[src/rtl/hash_job_sched.sv]
// hash_job_sched: sequences a micro_ucr_hash engine through a nonce search, one result per job.
// Define HASH_NONCE_LIMIT_EN to end each job after NONCE_LIMIT issued nonces.
module hash_job_sched #(
    parameter logic [31:0] NONCE_START  = 32'h01001733,
    parameter int unsigned MAX_INFLIGHT = 2,
    parameter logic [31:0] NONCE_LIMIT  = 32'h00010000
) (
    input  logic         clk,
    input  logic         active,
    input  logic         job_valid,
    output logic         job_ready,
    input  logic [95:0]  job_payload,
    input  logic [7:0]   job_target,
    output logic         hash_req_valid,
    input  logic         hash_req_ready,
    output logic [127:0] hash_bloque,
    input  logic         hash_rsp_valid,
    input  logic [23:0]  hash_rsp_hash,
    input  logic [31:0]  hash_rsp_nonce,
    output logic         res_valid,
    input  logic         res_ready,
    output logic         res_found,
    output logic [31:0]  res_nonce,
    output logic [23:0]  res_hash,
    output logic [31:0]  res_count,
    output logic         busy
);
    localparam logic [1:0] S_IDLE  = 2'd0;
    localparam logic [1:0] S_RUN   = 2'd1;
    localparam logic [1:0] S_DRAIN = 2'd2;
    localparam logic [1:0] S_DONE  = 2'd3;
    localparam logic [3:0] MAX_IF  = 4'(MAX_INFLIGHT);

    logic [1:0]  state_q, state_d;
    logic [95:0] payload_q, payload_d;
    logic [7:0]  target_q, target_d;
    logic [31:0] nonce_q, nonce_d;
    logic [31:0] issued_q, issued_d;
    logic [31:0] win_nonce_q, win_nonce_d;
    logic [23:0] win_hash_q, win_hash_d;
    logic        found_q, found_d;
    logic [3:0]  inflight_q, inflight_d;
    logic        limit_hit, rsp_take, rsp_hit, req_fire;

    function automatic logic qualifies(input logic [23:0] h, input logic [7:0] t);
        return (h[23:16] < t) && (h[15:8] < t);
    endfunction

`ifdef HASH_NONCE_LIMIT_EN
    assign limit_hit = (issued_q == NONCE_LIMIT);
`else
    logic unused_limit;
    assign limit_hit    = 1'b0;
    assign unused_limit = ^NONCE_LIMIT;
`endif

    // Stray responses (nothing outstanding, or outside RUN/DRAIN) are dropped entirely.
    assign rsp_take = hash_rsp_valid && (inflight_q != 4'd0) &&
                      ((state_q == S_RUN) || (state_q == S_DRAIN));
    assign rsp_hit  = rsp_take && (state_q == S_RUN) && qualifies(hash_rsp_hash, target_q);
    // A winner arriving this cycle also blocks this cycle's request.
    assign hash_req_valid = (state_q == S_RUN) && (inflight_q < MAX_IF) && !limit_hit && !rsp_hit;
    assign req_fire       = hash_req_valid && hash_req_ready;

    assign hash_bloque = {payload_q, nonce_q};
    assign job_ready   = (state_q == S_IDLE);
    assign busy        = (state_q != S_IDLE);
    assign res_valid   = (state_q == S_DONE);
    assign res_found   = found_q;
    assign res_nonce   = win_nonce_q;
    assign res_hash    = win_hash_q;
    assign res_count   = issued_q;

    always_comb begin
        state_d     = state_q;
        payload_d   = payload_q;
        target_d    = target_q;
        nonce_d     = nonce_q;
        issued_d    = issued_q;
        win_nonce_d = win_nonce_q;
        win_hash_d  = win_hash_q;
        found_d     = found_q;
        inflight_d  = inflight_q + 4'(req_fire) - 4'(rsp_take);
        if (req_fire) begin
            nonce_d  = nonce_q + 32'd1;
            issued_d = issued_q + 32'd1;
        end
        case (state_q)
            S_IDLE: begin
                if (job_valid) begin
                    payload_d   = job_payload;
                    target_d    = job_target;
                    nonce_d     = NONCE_START;
                    issued_d    = 32'd0;
                    inflight_d  = 4'd0;
                    found_d     = 1'b0;
                    win_nonce_d = 32'd0;
                    win_hash_d  = 24'd0;
                    state_d     = S_RUN;
                end
            end
            S_RUN: begin
                if (rsp_hit) begin
                    found_d     = 1'b1;
                    win_nonce_d = hash_rsp_nonce;
                    win_hash_d  = hash_rsp_hash;
                    state_d     = S_DRAIN;
                end else if (limit_hit) begin
                    state_d = S_DRAIN;
                end
            end
            S_DRAIN: begin
                if (inflight_d == 4'd0) state_d = S_DONE;
            end
            default: begin
                if (res_ready) state_d = S_IDLE;
            end
        endcase
    end

    always_ff @(posedge clk or negedge active) begin
        if (!active) begin
            state_q     <= S_IDLE;
            payload_q   <= 96'd0;
            target_q    <= 8'd0;
            nonce_q     <= 32'd0;
            issued_q    <= 32'd0;
            win_nonce_q <= 32'd0;
            win_hash_q  <= 24'd0;
            found_q     <= 1'b0;
            inflight_q  <= 4'd0;
        end else begin
            state_q     <= state_d;
            payload_q   <= payload_d;
            target_q    <= target_d;
            nonce_q     <= nonce_d;
            issued_q    <= issued_d;
            win_nonce_q <= win_nonce_d;
            win_hash_q  <= win_hash_d;
            found_q     <= found_d;
            inflight_q  <= inflight_d;
        end
    end
endmodule

[config.mk]
export PLATFORM = sky130hd
export DESIGN_NAME = hash_job_sched
export DESIGN_NICKNAME = d
export VERILOG_FILES = /design/src/rtl/hash_job_sched.sv
export SDC_FILE = /design/constraint.sdc
export NUM_CORES = 1
export LEC_CHECK = 0
export ABC_CLOCK_PERIOD_IN_PS = 7900
export CAP_MARGIN = 20
export CORE_UTILIZATION = 30
export CTS_BUF_LIST = sky130_fd_sc_hd__clkbuf_2 sky130_fd_sc_hd__clkbuf_4 sky130_fd_sc_hd__clkbuf_8
export DETAILED_ROUTE_END_ITERATION = 8
export RECOVER_POWER = 100
export SYNTH_ARGS = -nofsm -noshare
export SYNTH_HDL_FRONTEND = slang
export SYNTH_SLANG_ARGS = --single-unit
[constraint.sdc]
create_clock -name clk -period 7.9 [get_ports clk]
set_clock_uncertainty 0.15 [all_clocks]
set_input_delay 0.79 -clock clk [delete_from_list [all_inputs] [get_ports clk]]
set_output_delay 0.79 -clock clk [all_outputs]
set_load 0.1 [all_outputs]
Word-level counts from Yosys, hierarchy flattened
Index checks and enable logic that the tools add are counted.
W data, S select, Z words.
Storage, ports and cells
  register bits after elaboration: 231
  output and inout bits: 221
  bits of input ports: 166
  word-level logic and storage cells: 63
Operators by class
  add/subtract/negate cells: 4
  reductions and logical operators: 19
  order comparisons: 3
  multiplexer cells: 22
  eq/ne operators: 6
Operator list (number)
  $mux W32: 8
  $add A32 B1 Y32 const B: 2
  $pmux W32 S2: 1
  $mux W24: 2
  $pmux W24 S2: 1
  $lt A8 B8 Y1: 2
  $logic_and A1 B1 Y1: 8
  $mux W2: 4
  $mux W4: 2
  $reduce_bool A4 Y1: 2
  $pmux W2 S3: 1
  $add A4 B1 Y4: 1
  $eq A2 B2 Y1 const B: 2
  $logic_not A4 Y1: 1
  $lt A4 B2 Y1 const B: 1
  $ne A2 B2 Y1 const B: 2
  $reduce_and A4 Y1: 1
  $reduce_bool A2 Y1: 2
  $sub A4 B1 Y4: 1
  $reduce_and A3 Y1: 1
  $eq A2 B1 Y1 const B: 1
  $logic_not A2 Y1: 1
  $mux W1: 2
  $ne A2 B1 Y1 const B: 1
  other kinds (4): 4

Depth between registers and ports, before layout
Gate-level depths: netlist of run 1.
  depth in word-level cells: 13
  mapped depth: 17
  gate-level depth less buffers: 15

Worst setup path before layout of run 1
Ideal clock, no wire load.
  path kind: in2reg
  start: input hash_rsp_hash[23]
  end: register state_q[1]
  stages: 14
  required time: 7.622 ns
  arrival: 4.159 ns
  path slack: 3.464 ns
  buffers on the path: 1
  setup time: 0.128 ns
  path through: ha_1 -> a211oi_1 -> nand2_1 -> or3_1 -> o31ai_2 -> buf_2 -> ha_1 -> inv_1 -> ha_1 -> fa_1 -> nor2_1 -> a31oi_1 -> a2111oi_4 -> mux2_1
On the way
  longest elaborated chain between the ends: 11
  elaborated cells between the ends (all ways): 12
  those cells by class: add/sub: 2; order compare: 1; eq/ne: 2; reduce/logical: 7
RTL lines
  start, declared: line 18  | input logic [23:0] hash_rsp_hash,
  $lt A8 B8 Y1 (*): line 46  | return (h[23:16] < t) && (h[15:8] < t);
  $logic_and A1 B1 Y1 (*): line 46
  $logic_and A1 B1 Y1 (*): line 60  | assign rsp_hit = rsp_take && (state_q == S_RUN) && qualifies(hash_rsp_hash, target_q);
  $logic_not A1 Y1: line 62  | assign hash_req_valid = (state_q == S_RUN) && (inflight_q < MAX_IF) && !limit_hit && !rsp_hit;
  $logic_and A1 B1 Y1: line 62
  $logic_and A1 B1 Y1: line 63  | assign req_fire = hash_req_valid && hash_req_ready;
  $add A4 B1 Y4: line 83  | inflight_d = inflight_q + 4'(req_fire) - 4'(rsp_take);
  $sub A4 B1 Y4: line 83
  $logic_not A4 Y1: line 113  | if (inflight_d == 4'd0) state_d = S_DONE;
  $ne A2 B1 Y1 (no source line)
  $reduce_and A4 Y1 (no source line) (*)
  end signal, assigned: line 133  | state_q <= state_d;
  end, declared: line 34  | logic [1:0] state_q, state_d;
Every way passes the cells marked *; elsewhere a longest branch is shown, timed or not.
A chain may end at the register's enable or synchronous reset.

Worst setup path in the final report of run 1
  start: input hash_rsp_hash[23]
  end: register nonce_q[29]
On the way
  longest elaborated chain between the ends: 9
RTL lines
  $lt A8 B8 Y1 (*): line 46
  $logic_and A1 B1 Y1 (*): line 46
  $logic_and A1 B1 Y1 (*): line 60
  $logic_not A1 Y1 (*): line 62
  $logic_and A1 B1 Y1 (*): line 62
  $logic_and A1 B1 Y1 (*): line 63
  $mux W32 (*): line 84  | if (req_fire) begin
  $mux W32: line 90  | if (job_valid) begin
  $mux W32 (*): line 88  | case (state_q)
  via nonce_d[29]: line 37  | logic [31:0] nonce_q, nonce_d;
  end signal, assigned: line 136  | nonce_q <= nonce_d;
  end, declared: line 37
Mark *: on every way through the listed nets, which the timed path passes. The rest lies on a longest branch.

==> flow_summary.ini, run 1 <==
[timing]
tightestPinTransition_ns = 3.810
fin_crit_sh_pct = 74.64
tns_ns = 0
hold_viol = 0
rsz0062_at_grt = false
fmaxAchievable_mhz = 169.6
slew_headroom_pct = -154.0
fin_crit_ns = 5.896
slew_violations = 273
finalSetupViolCount = 0

[place]
dp.cells = 2054
hpwl_um = 25540
numPortBuffers = 386
gp_congestion = 0.7809
place_area_sq_mm = 0.01585

[drt]
firstDrtPassIters = 5
totalWireLength_um = 39280
antenna_left = 0
via_count = 10989
viasPerCell = 5.159
drc = 0
drtIter0Drc = 578
wl_per_cell_um = 18.44

[layout]
fin_cells = 2130
drive_gt1_share_pct = 5.999
fillerInstances = 3699
final_cell_mix = nand2_1 (328), dfrtp_1 (231), dlygate4sd3_1 (222)
final_common_cell = nand2_1
nets = 1782
area_growth_pct = 44.33
post-route-util_pct = 44.27
finish.instance_area_sq_mm = 0.01675

[cts]
cts_buffers = 44
post_cts_resized = 0
postCtsSetupBuffers = 0
h-tree-depth = 2
clkSinkCount = 231
clk_latency_ns = 0.60
cts_buffer_depth = 3
clkTransAtPathRegs_ns = 0.06
cts-root-buf = clkbuf_8
cts_hold_buf = 0
cts_tree = done

[floorplan]
design.core.area_sq_mm = 0.03784
die-height_um = 198.7
die_width_um = 198.7
num_rows = 71
io_pins = 387
design.die.area_sq_mm = 0.03949
initial_core_util_pct = 30.68

[grt]
grt_max_degree = 117
grt_util_met3_pct = 7.002
track_usage_pct = 19.63
grt_pass1_vias = 10886
met2_usage_pct = 31.86
grt_pass1_wl_um = 60820
overflow = 0
top_usage_layer = met2
grt_use_met1_pct = 24.10
grt_antenna_before_repair = 1

[worst_setup_path]
endpoint = nonce_q[29]
cp_data_arrival_time_ns = 6.24
reg2reg_slack_ns = 2.36
timing.rr.start = state_q[0]
crit_start = hash_rsp_hash[23]
worstPathMaxFanout = 101
cp.required_ns = 8.24
r2r-end = nonce_q[29]
path_class = in2reg
worst_setup_path_start_kind = input pin
reg2reg_depth = 8
cp-end-kind = register

[logic_synthesis]
ys.flop_type = dfrtp_1
synth_area_leader_cell = dfrtp_1
yosysWarnings = 0
synth.avg_cell_area_sq_um = 9.369
yosysSeqAreaShare_pct = 49.80
netlist_top_cells_area = dfrtp_1 (50%), nand2_1 (11%), mux2i_1 (4.8%), a32oi_1 (4.2%), nand3_1 (3.8%)
synth_nets = 1432
yosys.area.top_type_share_pct = 49.80
ys_ff_latch = 231
syn-cell-area_sq_mm = 0.01161
yosys.cell_types.count = 55
synthArstFlopShare_pct = 100.0
synth_enable_flop_cells = 0
syn_inst = 1239

[worst_hold_path]
min_path_type = in2async

[job]
cap_violations = 4

[status]
status = finished, violations left
violations = capacitance limit, slew limit
[metal layers]
metal	wire length (um)	vias up	part of all wire, %
met2	18290	403	47
met3	3667	42	9.3
met5	0	-	0
li1	-	5194	-
met1	16600	5350	42
met4	713	0	1.8
[worst min-delay path by stage]
stage	endpoint	cells past startpoint	slack (ns)
2_1_floorplan	inflight_q[0]	0	0.34
3_3_place_gp	payload_q[54]	2	0.31
3_5_place_dp	payload_q[34]	2	0.31
4_1_cts	res_nonce[25]	1	0.12
5_1_grt	res_nonce[25]	1	0.16
6_report	res_nonce[25]	1	0.09
[final cells by class]
type                            instances  area, sq um  share of cell area (%)
Clock inverter                          6        60.06                  0.3585
Tap cell                              511        639.4                   3.816
Clock buffer                           68        892.1                   5.324
Antenna cell                            2        5.005                 0.02987
Multi-Input combinational cell        885         5318                   31.74
Inverter                               30        112.6                  0.6721
Sequential cell                       231         5781                   34.50
Timing Repair Buffer                  397         3948                   23.56
[per-stage QoR]
| stage | hold slack (ns) | setup slack [ns] |
|---|---|---|
| CTS | 0.1240 | 3.037 |
| global placement | 0.3060 | 2.882 |
| floorplan | 0.3444 | 3.464 |
| global route | 0.1559 | 1.608 |
| finish | 0.08998 | 2.004 |
| detailed placement | 0.3113 | 2.813 |
[synthesized netlist by cell type, types with 11 or more instances]
cell type	n
buf_2	11
inv_1	30
nand4_1	17
a21oi_1	55
nor2_1	14
clkbuf_1	69
nand2_1	329
o21ai_0	29
or4_1	34
dfrtp_1	231
or3_1	20
a32oi_1	56
o211ai_1	57
ha_1	26
nand3_1	88
mux2i_1	56
o31ai_1	34
[registers in the layout, indices dropped and copies added (netlist names)]
signal	cells
payload_q	96
nonce_q	32
res_count	32
res_nonce	32
res_hash	24
target_q	8
inflight_q	4
state_q	2
res_found	1
[cells by family after synthesis]
group / count (synthesis) / share of synthesized area, %
flops: 231 / 49.80
simple gates: 541 / 21.57
buf+inv: 123 / 4.484
xor+xnor: 4 / 0.3018
mux: 57 / 4.926
compound gates: 256 / 15.95
fa+ha+maj: 27 / 2.975
[critical path, cell delays in order]
cell           delay (ns)
dlygate4sd3_1        0.61
ha_1                 0.35
a211oi_1             0.26
nand2_1              0.08
or3_1                0.41
o31ai_4              0.37
clkbuf_1             2.55
o21ai_0              0.48
a21oi_1              0.27
Power of run 1 is not shown: default switching activity piles up to over one toggle a cycle in this logic, so the estimate is an artifact.
==> inputs of run 2 (changes only) <==
Settings changed: ABC_CLOCK_PERIOD_IN_PS 7900 to 5400.
Clock period 7.9 ns to 5.4 ns, I/O delays scaled along.
==> flow_summary.ini, run 2 (synthesized netlist as in run 1, its figures left out) <==
[status]
status = finished, violations left
violations = capacitance limit, slew limit

[floorplan]
initial_core_util_pct = 30.68
num_rows = 71
design.die.area_sq_mm = 0.03949
die-height_um = 198.7
design.core.area_sq_mm = 0.03784
die_width_um = 198.7
io_pins = 387

[timing]
fin_crit_ns = 4.381
hold_viol = 0
finalSetupViolCount = 0
rsz0062_at_grt = false
fin_crit_sh_pct = 81.12
fmaxAchievable_mhz = 228.3
slew_violations = 193
tightestPinTransition_ns = 2.550
tns_ns = 0
slew_headroom_pct = -70.00

[grt]
grt_antenna_before_repair = 0
grt_use_met1_pct = 24.10
overflow = 0
track_usage_pct = 19.12
grt_max_degree = 138
top_usage_layer = met2
met2_usage_pct = 30.07
grt_pass1_wl_um = 59670
grt_util_met3_pct = 7.172
grt_pass1_vias = 10670

[layout]
area_growth_pct = 44.86
nets = 1786
final_cell_mix = nand2_1 (329), dfrtp_1 (231), dlygate4sd3_1 (221)
num_antenna_cells = 0
largest_reg_flops = 96
final_common_cell = nand2_1
drive_gt1_share_pct = 6.523
max_flop_register = payload_q

[worst_hold_path]
min_path_type = reg2reg
hold_depth = 2
hold_end = payload_q[77]
hold_start = payload_q[77]

[drt]
drtIter0Drc = 538
drc = 0
antenna_left = 0
via_count = 10983
totalWireLength_um = 39140
firstDrtPassIters = 7
wl_per_cell_um = 18.32
viasPerCell = 5.142

[place]
numPortBuffers = 386
hpwl_um = 25610
gp_congestion = 0.8029

[worst_setup_path]
path_class = in2reg
cp.required_ns = 5.70
timing.rr.start = state_q[0]
cp-end-kind = register
worst_setup_path_start_kind = input pin
cp_data_arrival_time_ns = 4.68
reg2reg_slack_ns = 1.05
r2r-end = state_q[1]
worstPathMaxFanout = 5
reg2reg_depth = 13

[cts]
cts_tree = done
cts-root-buf = clkbuf_8
clk_latency_ns = 0.57
cts_buffers = 45
cts_buffer_depth = 3
postCtsSetupBuffers = 0
clkSinkCount = 231
clkTransAtPathRegs_ns = 0.06
h-tree-depth = 2

[job]
cap_violations = 4
## run 2: cell types whose count changed in the layout (fill, tap and decap cells not counted), moves of 2 or more
cell | before | now
clkbuf_8 | 61 | 54
clkinv_2 | 3 | 9
buf_12 | 1 | 5
clkbuf_4 | 7 | 11
clkbuf_1 | 3 | 1
diode_2 | 2 | 0
## run 2: final cells by class
class	instances	area (sq um)
clock inverter	14	127.6
fill	3720	21030
multi-input combinational	885	5313
clock buffer	65	825.8
sequential	231	5781
tap	511	639.4
timing repair buffer	400	4018
inverter	30	112.6
## run 2: timing repair
item,CTS,global route
setup endpoints to repair,0,0
hold buffers,1,0
endpoints found under the hold margin,94,0
gates resized for setup,0,0
## run 2: worst max-delay path: stages
cell	delay, ns
clkdlybuf4s50_1	0.51
ha_1	0.38
a211oi_1	0.23
nand2_1	0.06
or3_1	0.41
o31ai_1	0.36
ha_1	0.18
inv_1	0.04
ha_1	0.20
fa_1	0.38
xnor2_1	0.29
a31oi_1	0.12
a2111oi_0	0.59
mux2_1	0.38
## run 2: worst max path at each step
| stage | startpoint | end | slack (ns) | cells past startpoint |
|---|---|---|---|---|
| final | hash_rsp_hash[23] | state_q[1] | 1.02 | 14 |
| after global routing | state_q[0] | state_q[1] | 0.67 | 14 |
| after CTS | state_q[0] | state_q[1] | 1.32 | 13 |
| after detailed placement | hash_rsp_hash[23] | state_q[1] | 0.74 | 14 |
| after global placement | hash_rsp_hash[23] | state_q[1] | 0.83 | 14 |
| after floorplan | hash_rsp_hash[23] | state_q[1] | 1.21 | 14 |
## run 2: metrics by stage
| stage | setup WS (ns) | util (%) | hold slack [ns] | instances | instance area (sq um) |
|---|---|---|---|---|---|
| finish | 1.019 | 44.44 | 0.3153 | 2136 | 16820 |
| global route | 0.6748 | 44.44 | 0.2986 | 2136 | 16820 |
| CTS | 1.318 | 44.58 | 0.2875 | 2136 | 16870 |
| detailed placement | 0.7404 | 42.04 | 0.3107 | 2056 | 15910 |
| global placement | 0.8283 | 42.04 | 0.3072 | 2056 | 15910 |
| floorplan | 1.214 | - | 0.09441 | 1239 | 11610 |
## run 2: per-layer routing
metal	vias to the layer above	routed length (um)
li1	5218	-
met1	5315	16520
met3	65	3818
met4	0	976
met5	-	0
met2	385	17830
Power of run 2 is left out for the same reason.
==> inputs of run 3 (changes only) <==
Settings changed: ABC_CLOCK_PERIOD_IN_PS 5400 to 3700.
Clock period 5.4 ns to 3.7 ns, I/O delays scaled along.
==> flow_summary.ini, run 3 (synthesized netlist as in run 1, its figures left out) <==
[floorplan]
die_width_um = 198.7
initial_core_util_pct = 30.68
io_pins = 387
design.core.area_sq_mm = 0.03784
num_rows = 71
design.die.area_sq_mm = 0.03949
die-height_um = 198.7

[grt]
overflow = 0
grt_max_degree = 116
grt_antenna_before_repair = 2
grt_pass1_wl_um = 62120
track_usage_pct = 19.87
grt_pass1_vias = 11103

[layout]
multi_input_area_sq_mm = 0.005512
area_growth_pct = 49.41
regArea_sq_mm = 0.005781
max_flop_register = payload_q
final_cell_mix = clkdlybuf4s50_1 (380), nand2_1 (328), dfrtp_1 (231)
largest_reg_flops = 96
drive_gt1_share_pct = 10.62
fillerInstances = 3645
num_antenna_cells = 0
post-route-util_pct = 45.83
final_common_cell = clkdlybuf4s50_1
nets = 1833

[status]
violations = capacitance limit, slew limit
status = finished, violations left

[drt]
firstDrtPassIters = 5
drc = 0
totalWireLength_um = 39880
wl_per_cell_um = 18.31
viasPerCell = 5.136
drtIter0Drc = 493
via_count = 11187
antenna_left = 0

[worst_setup_path]
cp_data_arrival_time_ns = 3.92
path_class = reg2reg
cp.required_ns = 4.03
worst_setup_path_start_kind = register
cp-end-kind = register
worstPathMaxFanout = 2

[place]
place_ws_ns = -0.5767
numPortBuffers = 386
gp_congestion = 0.7877
hpwl_um = 26700

[cts]
cts_buffers = 45
clkTransAtPathRegs_ns = 0.06
cts-root-buf = clkbuf_8
h-tree-depth = 2
clkSinkCount = 231
clk_latency_ns = 0.60
cts_buffer_depth = 3
cts_tree = done

[timing]
slew_violations = 114
slew_headroom_pct = -89.53
fin_crit_ns = 3.587
hold_viol = 0
finalSetupViolCount = 0
tightestPinTransition_ns = 2.843
fin_crit_sh_pct = 96.96
timing.final.ws_setup_ns = 0.1125
fmaxAchievable_mhz = 278.7

[job]
cap_violations = 1

[worst_hold_path]
min_path_type = in2reg
run 3: changes by cell type in the layout (fill, tap and decap cells not counted), sizes merged:
cell,change
buf,+41
clkinv,-4
dlygate4sd3,-220
clkinvlp,-2
clkbuf,+11
bufinv,-1
clkdlybuf4s50,+217
run 3: metal layers:
layer	up-vias	share of wire, %	track usage [%]
met5	-	0.068	0
met4	4	1.9	5.299
met3	66	9.0	7.155
met2	385	47	32.57
met1	5429	42	24.57
li1	5303	-	-
run 3: worst max-delay path, cell delays in order, from the launching register on:
cell and delay, ns:
dfrtp_1 0.33, inv_2 0.05, buf_4 0.13, ha_1 0.28, and4_1 0.22, o21ai_2 0.08, o22ai_2 0.23, o31ai_4 0.11
ha_1 0.30, inv_2 0.05, ha_4 0.16, fa_2 0.37, xnor2_2 0.27, a31oi_4 0.13, a2111oi_4 0.26, mux2_4 0.34
run 3: repair_timing:
item                                    4_1_cts  5_1_grt
setup buffers                                 3        3
pin swaps                                     8       11
hold buffers                                  1        0
gates resized for setup                      15       13
endpoints found under the setup margin        1        2
endpoints found under the hold margin       111        0
run 3: through the flow:
stage / hold slack (ns) / area, sq um / setup TNS [ns] / cells
detailed placement: 0.3116 / 16310 / -0.9417 / 2097
global route: 0.1184 / 17340 / -0.01949 / 2178
global placement: 0.3065 / 16310 / -0.6804 / 2097
finish: 0.1507 / 17340 / 0 / 2178
floorplan: -0.07559 / 11630 / 0 / 1239
CTS: 0.09864 / 17350 / 0 / 2175
run 3: final timing paths:
check / from / endpoint / slack [ns] / depth (start not counted)
max: target_q[7] / state_q[1] / 0.11 / 15
min: job_payload[47] / payload_q[47] / 0.15 / 3
max reg2reg: target_q[7] / state_q[1] / 0.11 / 15
min reg2reg: payload_q[14] / payload_q[14] / 0.32 / 2
max in group asynchronous: active / payload_q[17] / 0.60 / 3
min in group asynchronous: active / res_nonce[23] / 1.09 / 2
run 3: area by class of cell:
cell class                      instances  share of cell area [%]
Sequential cell                       231                   33.33
Multi-Input combinational cell        885                   31.78
Timing Repair Buffer                  447                   25.24
Clock buffer                           67                   4.956
Tap cell                              511                   3.686
Inverter                               30                  0.6493
Clock inverter                          7                  0.3607
Power of run 3 is left out for the same reason.
